File: config.mk
export PLATFORM = sky130hd
export DESIGN_NAME = demux1to4_reg
export DESIGN_NICKNAME = d
export VERILOG_FILES = /design/src/rtl/demux_pkg.sv /design/src/rtl/demux_slot.sv /design/src/rtl/demux1to4_reg.sv
export SDC_FILE = /design/constraint.sdc
export NUM_CORES = 1
export LEC_CHECK = 0
export CORE_ASPECT_RATIO = 1.75
export CORE_MARGIN = 1
export CORE_UTILIZATION = 45
export DETAILED_ROUTE_END_ITERATION = 7
export PLACE_DENSITY = 0.79
export SLEW_MARGIN = 20
export SYNTH_ARGS = -nofsm -noshare
export SYNTH_HDL_FRONTEND = slang
export SYNTH_HIERARCHICAL = 1
export SYNTH_SLANG_ARGS = --single-unit
File: constraint.sdc
create_clock -name clk -period 2 [get_ports clk]
set_input_delay 0.3 -clock clk [delete_from_list [all_inputs] [get_ports clk]]
set_output_delay 0.3 -clock clk [all_outputs]
set_load 0.02 [all_outputs]
File: src/rtl/demux_pkg.sv
// Shared constants for the registered 1-to-4 demultiplexer.
// Select encodings and the slot count are shared by the top level and the bench.
package demux_pkg;

  localparam int NUM_SLOTS = 4;

  localparam logic [1:0] SLC_A = 2'b00;
  localparam logic [1:0] SLC_B = 2'b01;
  localparam logic [1:0] SLC_C = 2'b10;
  localparam logic [1:0] SLC_D = 2'b11;

endpackage

File: src/rtl/demux_slot.sv
// One holding slot: captures din on wr and clears its valid flag on ack.
// A write in the same cycle as an ack wins, so the slot stays valid with new data.
module demux_slot #(
  parameter int N = 16
) (
  input  logic         clk,
  input  logic         rst_n,
  input  logic         wr,
  input  logic         ack,
  input  logic [N-1:0] din,
  output logic [N-1:0] q,
  output logic         vld
);

  logic [N-1:0] q_q, q_d;
  logic         vld_q, vld_d;

  always_comb begin
    q_d   = q_q;
    vld_d = vld_q;
    if (wr) begin
      q_d   = din;
      vld_d = 1'b1;
    end else if (ack) begin
      // Consumed data is left in place; only the valid flag drops.
      vld_d = 1'b0;
    end
  end

  always_ff @(posedge clk or negedge rst_n) begin
    if (!rst_n) begin
      q_q   <= '0;
      vld_q <= 1'b0;
    end else begin
      q_q   <= q_d;
      vld_q <= vld_d;
    end
  end

  assign q   = q_q;
  assign vld = vld_q;

endmodule

File: src/rtl/demux1to4_reg.sv
// Registered 1-to-4 demultiplexer with per-slot valid/ack back-pressure.
// A slot accepts new data only when empty or being consumed in the same cycle.
module demux1to4_reg
  import demux_pkg::*;
#(
  parameter int N = 16
) (
  input  logic                 clk,
  input  logic                 rst_n,
  input  logic                 in_valid,
  output logic                 in_ready,
  input  logic [1:0]           slc,
  input  logic [N-1:0]         din,
  output logic [N-1:0]         w_a,
  output logic [N-1:0]         w_b,
  output logic [N-1:0]         w_c,
  output logic [N-1:0]         w_d,
  output logic [NUM_SLOTS-1:0] vld,
  input  logic [NUM_SLOTS-1:0] ack,
  output logic                 busy
);

  logic [NUM_SLOTS-1:0] sel_onehot;
  logic [NUM_SLOTS-1:0] wr;
  logic [N-1:0]         slot_q [NUM_SLOTS];
  logic                 acc;

  // Unknown select bits fall through to the default, so no slot is chosen.
  always_comb begin
    sel_onehot = '0;
    case (slc)
      SLC_A:   sel_onehot = 4'b0001;
      SLC_B:   sel_onehot = 4'b0010;
      SLC_C:   sel_onehot = 4'b0100;
      SLC_D:   sel_onehot = 4'b1000;
      default: sel_onehot = '0;
    endcase
  end

  assign in_ready = |(sel_onehot & (~vld | ack));
  assign acc      = in_valid & in_ready;
  assign wr       = sel_onehot & {NUM_SLOTS{acc}};

  genvar gi;
  generate
    for (gi = 0; gi < NUM_SLOTS; gi++) begin : g_slot
      demux_slot #(.N(N)) u_slot (
        .clk   (clk),
        .rst_n (rst_n),
        .wr    (wr[gi]),
        .ack   (ack[gi]),
        .din   (din),
        .q     (slot_q[gi]),
        .vld   (vld[gi])
      );
    end
  endgenerate

  assign w_a  = slot_q[0];
  assign w_b  = slot_q[1];
  assign w_c  = slot_q[2];
  assign w_d  = slot_q[3];
  assign busy = |vld;

endmodule

== Word level (Yosys, flattened, before mapping) ==
Cells that the tools add are included.
Word-level totals
  register bits after elaboration: 68
Cells by class
  equal/unequal tests: 3
  multiplexer cells: 9
  reductions and logical operators: 7
  bitwise operators: 5
Operators by type and width (count)
  $pmux 4 s4: 1
  $and 4x4->4: 2
  $mux 1: 8
  $reduce_bool 2->1: 4
  $reduce_or 4->1: 2
  $eq 2x2->1 const B: 2
  $not 4->4: 1
  $or 4x4->4: 1
  $eq 2x1->1 const B: 1
  $logic_not 2->1: 1
  $and 1x1->1: 1

== Longest topological paths before layout ==
  depth in word-level cells: 7
  depth in mapped cells: 5
  depth with buffers taken out: 3

== Hierarchy ==
Netlist, hierarchy kept.
By module, submodules not included
  demux_slot: area an instance 683.2 µm², cells an instance 37, instances 4
  demux1to4_reg: area an instance 95.1 µm², cells an instance 10, instances 1

== Worst setup path after synthesis ==
Ideal clock, no wire load.
  path type: register -> register
  start: register g_slot[0].u_slot.vld_q
  end: register g_slot[0].u_slot.q_q[10]
  slack: 0.457 ns
  period minus slack after synthesis: 1.543 ns
  required time: 1.875 ns
  arrival: 1.417 ns
  stages on the path, launching flop included: 6
  cells stage by stage: dfrtp_1 > nand2b_1 > nor4bb_1 > buf_6 > buf_12 > mux2_4
Between the ends
  cells in the longest elaborated chain, start to end: 6
Ends and longest elaborated chain
  start, declared: RTL line demux_slot.sv:16  | logic vld_q, vld_d;
  start signal, assigned: RTL line demux_slot.sv:36  | vld_q <= vld_d;
  $not 4->4: RTL line demux1to4_reg.sv:40  | assign in_ready = |(sel_onehot & (~vld | ack));
  $or 4x4->4: RTL line demux1to4_reg.sv:40
  $and 4x4->4: RTL line demux1to4_reg.sv:40
  $reduce_or 4->1: RTL line demux1to4_reg.sv:40
  $and 1x1->1: RTL line demux1to4_reg.sv:41  | assign acc = in_valid & in_ready;
  $and 4x4->4: RTL line demux1to4_reg.sv:42  | assign wr = sel_onehot & {NUM_SLOTS{acc}};
  via wr[0]: RTL line demux1to4_reg.sv:24  | logic [NUM_SLOTS-1:0] wr;
  end signal, assigned: RTL line demux_slot.sv:35  | q_q <= q_d;
  end, declared: RTL line demux_slot.sv:15  | logic [N-1:0] q_q, q_d;
The timed path passes the listed nets, and every way through them passes these cells.
A chain may end at the register's enable or synchronous reset.

== Final worst setup path ==
  start: register g_slot[0].u_slot.vld_q
  end: output busy
Between the ends
  cells in the longest elaborated chain, start to end: 1
Ends and longest elaborated chain
  $reduce_or 4->1: RTL line demux1to4_reg.sv:63  | assign busy = |vld;
  end, declared: RTL line demux1to4_reg.sv:20  | output logic busy
Every way passes these cells.

==> reports/results.tsv <==
stage	metric	value	unit
run_status	status	finished clean	
worst_setup_path	cpMaxStageDelayCell	or4_1	
sta	worstMarginPinSlew	0.3542	ns
worst_setup_path	reg2reg_slack	0.41	ns
hold_path	min_to	g_slot[3].u_slot/q[15]	
finish	syn_to_final_growth	44.65	%
synth	synth_cells	158	
drt	via_per_inst	5.052	
sta	setup_viol	0	
drt	drc	0	
drt	vias	1758	
worst_setup_path	critPathLaunch	g_slot[0].u_slot/vld	
sta	min_period	1.899	ns
cts	root_buffer	clkbuf_8	
global_route	grt_pass1_vias	1890	
power_and_ir_drop	worst_ir_drop_vdd	0.0007729	V
cts	h-tree-depth	3	
sta	hold_slack	0.5053	ns
drt	wirelength	5818	um
global_route	grt_pass1_wl	9190	um
sta	finalHoldViolCount	0	
cts	clk_latency	0.33	ns
finish	antennaDiodeCount	0	
synth	synth_common_cells	dfrtp_1 (68), mux2_4 (36), mux2_2 (28)	
drt	drt_first_pass_iters	4	
cts	cts_setup_buffers	0	
synth	synthesis.nets	183	
cts	cts_buffers	9	
synth	synthFlopType	dfrtp_1	
synth	ys_seq_elements	68	
synth	synth_edf_count	0	
die	start_util	47.35	%
die	die_h	106.9	um
placement	port_buffers	94	
cts	cts_sinks	68	
cts	path_clk_slew	0.07	ns
placement	dpl.hpwl	4017	um
synth	yosysTopAreaCell	dfrtp_1	
worst_setup_path	r2r_cells	5	
sta	slew_viol_final	0	
power_and_ir_drop	p_per_area	1102	nW/um2
cts	clk_path_buf_depth	2	
synth	syn_area_per_cell	17.90	um2
hold_path	min-delay-start	g_slot[3].u_slot/q[15]	
sta	timing.fmax	0.5266	GHz
drt	ant_nets	0	
global_route	grt_start_max_net_pins	69	
worst_setup_path	cp-end-kind	primary output	
global_route	antenna_found_initial	0	
placement	gp_congestion	0.7582	
finish	fill_cells	391	
synth	synth_area	2828	um2
worst_setup_path	r2r_end	g_slot[0].u_slot/q[15]	
finish	drive_gt1_share	35.56	%
worst_setup_path	critPathKind	register to primary output	
die	rows	37	
worst_setup_path	crit_family	simple AND/OR/NAND/NOR gates	
sta	slew_headroom	76.39	%
worst_setup_path	crit_chain	or4_1 -> dlygate4sd2_1	
finish	layout.nets	290	
sta	post-route-period-util	94.96	%
sta	rsz0062_at_grt	no	
synth	synth_area_leaders	dfrtp_1 (60%), mux2_4 (19%), mux2_2 (11%)	
worst_setup_path	arrival	1.60	ns
synth	synth_warnings	6	
worst_setup_path	crit_buf_inv	1	
power_and_ir_drop	leakagePower	1.799	nW
global_route	grt.overflow.total	0	
run	drv_cap	0	
drt	drtIter0Drc	63	
power_and_ir_drop	p_total	4.509	mW
worst_setup_path	timing.rr.start	g_slot[0].u_slot/vld	
global_route	track_usage	19.26	%
hold_path	min_path_type	register to register	
synth	post-synth-top-count-cell	dfrtp_1	
die	die_w	61.92	um
worst_setup_path	critPathLaunchType	register	
die	die_area	6617	um2
drt	avgRoutedWirePerCell	16.72	um
finish	utilization	68.49	%
synth	netlist.area_leader.share	60.18	%
sta	finClkSkew	0.003661	ns
die	coreArea	5972	um2
synth	async_flop_share	100.0	%
synth	ys_seq_area_share	60.18	%
synth	post_synth_num_cell_types	13	
cts	cts_tree	done	
worst_setup_path	crit_path_max_fanout	4	
worst_setup_path	slowest_delay	0.51	ns
die	ioPinCount	95	
hold_path	worstHoldPathCells	1	
worst_setup_path	required	1.70	ns
==> final cells by class <==
type	count	area, um2	area share [%]
clock buffer	12	145.1	3.548
clock inverter	4	72.57	1.774
inverter	4	15.01	0.3671
multi-input combinational	78	1001	24.47
sequential	68	1702	41.60
tap	78	97.59	2.386
timing repair buffer	104	1057	25.85
==> logic make-up (layout without fill, tap and decap cells) <==
| kind of cell | Yosys count | count (layout) | share of synthesized area (%) |
|---|---|---|---|
| DFF | 68 | 68 | 60.18 |
| muxes | 65 | 65 | 31.06 |
| and+or+nand+nor | 9 | 9 | 2.566 |
| buffers and inverters | 12 | 124 | 4.956 |
| AOI/OAI and AO/OA | 4 | 4 | 1.239 |
==> layout by cell type, fill, tap and decap left out, types with 4 or more instances in the layout <==
master / netlist / layout
mux2_4: 36 / 36
clkbuf_8: 0 / 10
nand2b_1: 4 / 4
inv_1: 4 / 4
dfrtp_1: 68 / 68
mux2_2: 28 / 28
clkdlybuf4s50_1: 0 / 91
buf_12: 4 / 4
a21o_2: 4 / 4
buf_4: 0 / 5
==> metal layers <==
layer | up-vias | part of all wire (%) | track usage (%)
met5 | - | 0 | 0
met4 | 0 | 2.1 | 8.889
met3 | 11 | 5.7 | 4.704
met2 | 77 | 53 | 32.49
met1 | 894 | 39 | 21.98
li1 | 776 | - | -
==> flip-flops by register name, summed over array words and instances, names as in the netlist <==
name,cells
g_slot.u_slot/vld,4
g_slot.u_slot/q,64
==> how the worst max path moves through the flow <==
stage,cells after the start,end
6_report,2,busy
3_3_place_gp,4,in_ready
2_1_floorplan,5,g_slot[0].u_slot/q[10]
4_1_cts,4,in_ready
3_5_place_dp,4,in_ready
5_1_grt,2,busy
==> power breakdown <==
group / internal (mW) / total [mW] / leakage (nW) / switching, mW
logic: 0.837 / 1.47 / 0.882 / 0.637
registers: 1.65 / 1.82 / 0.811 / 0.161
clock network: 0.735 / 1.22 / 0.107 / 0.484
total: 3.23 / 4.51 / 1.80 / 1.28
==> repair_timing <==
item | CTS | global route
endpoints found under the hold margin | 68 | 0
endpoints found under the setup margin | 2 | 1
hold buffers | 1 | 0
resized for setup | 2 | 2
cloned | 0 | 0
==> per-stage QoR <==
stage | area (um2) | setup TNS, ns | cells | worst slack [ns]
final | 4090 | 0 | 348 | 0.1009
after detailed placement | 3869 | -0.2109 | 331 | -0.2109
after global routing | 4090 | 0 | 348 | 0.04170
after CTS | 4094 | 0 | 348 | 0.01087
after floorplan | 2828 | 0 | 158 | 0.4575
after global placement | 3869 | -0.1691 | 331 | -0.1691
(Power assumes the default switching activity.)
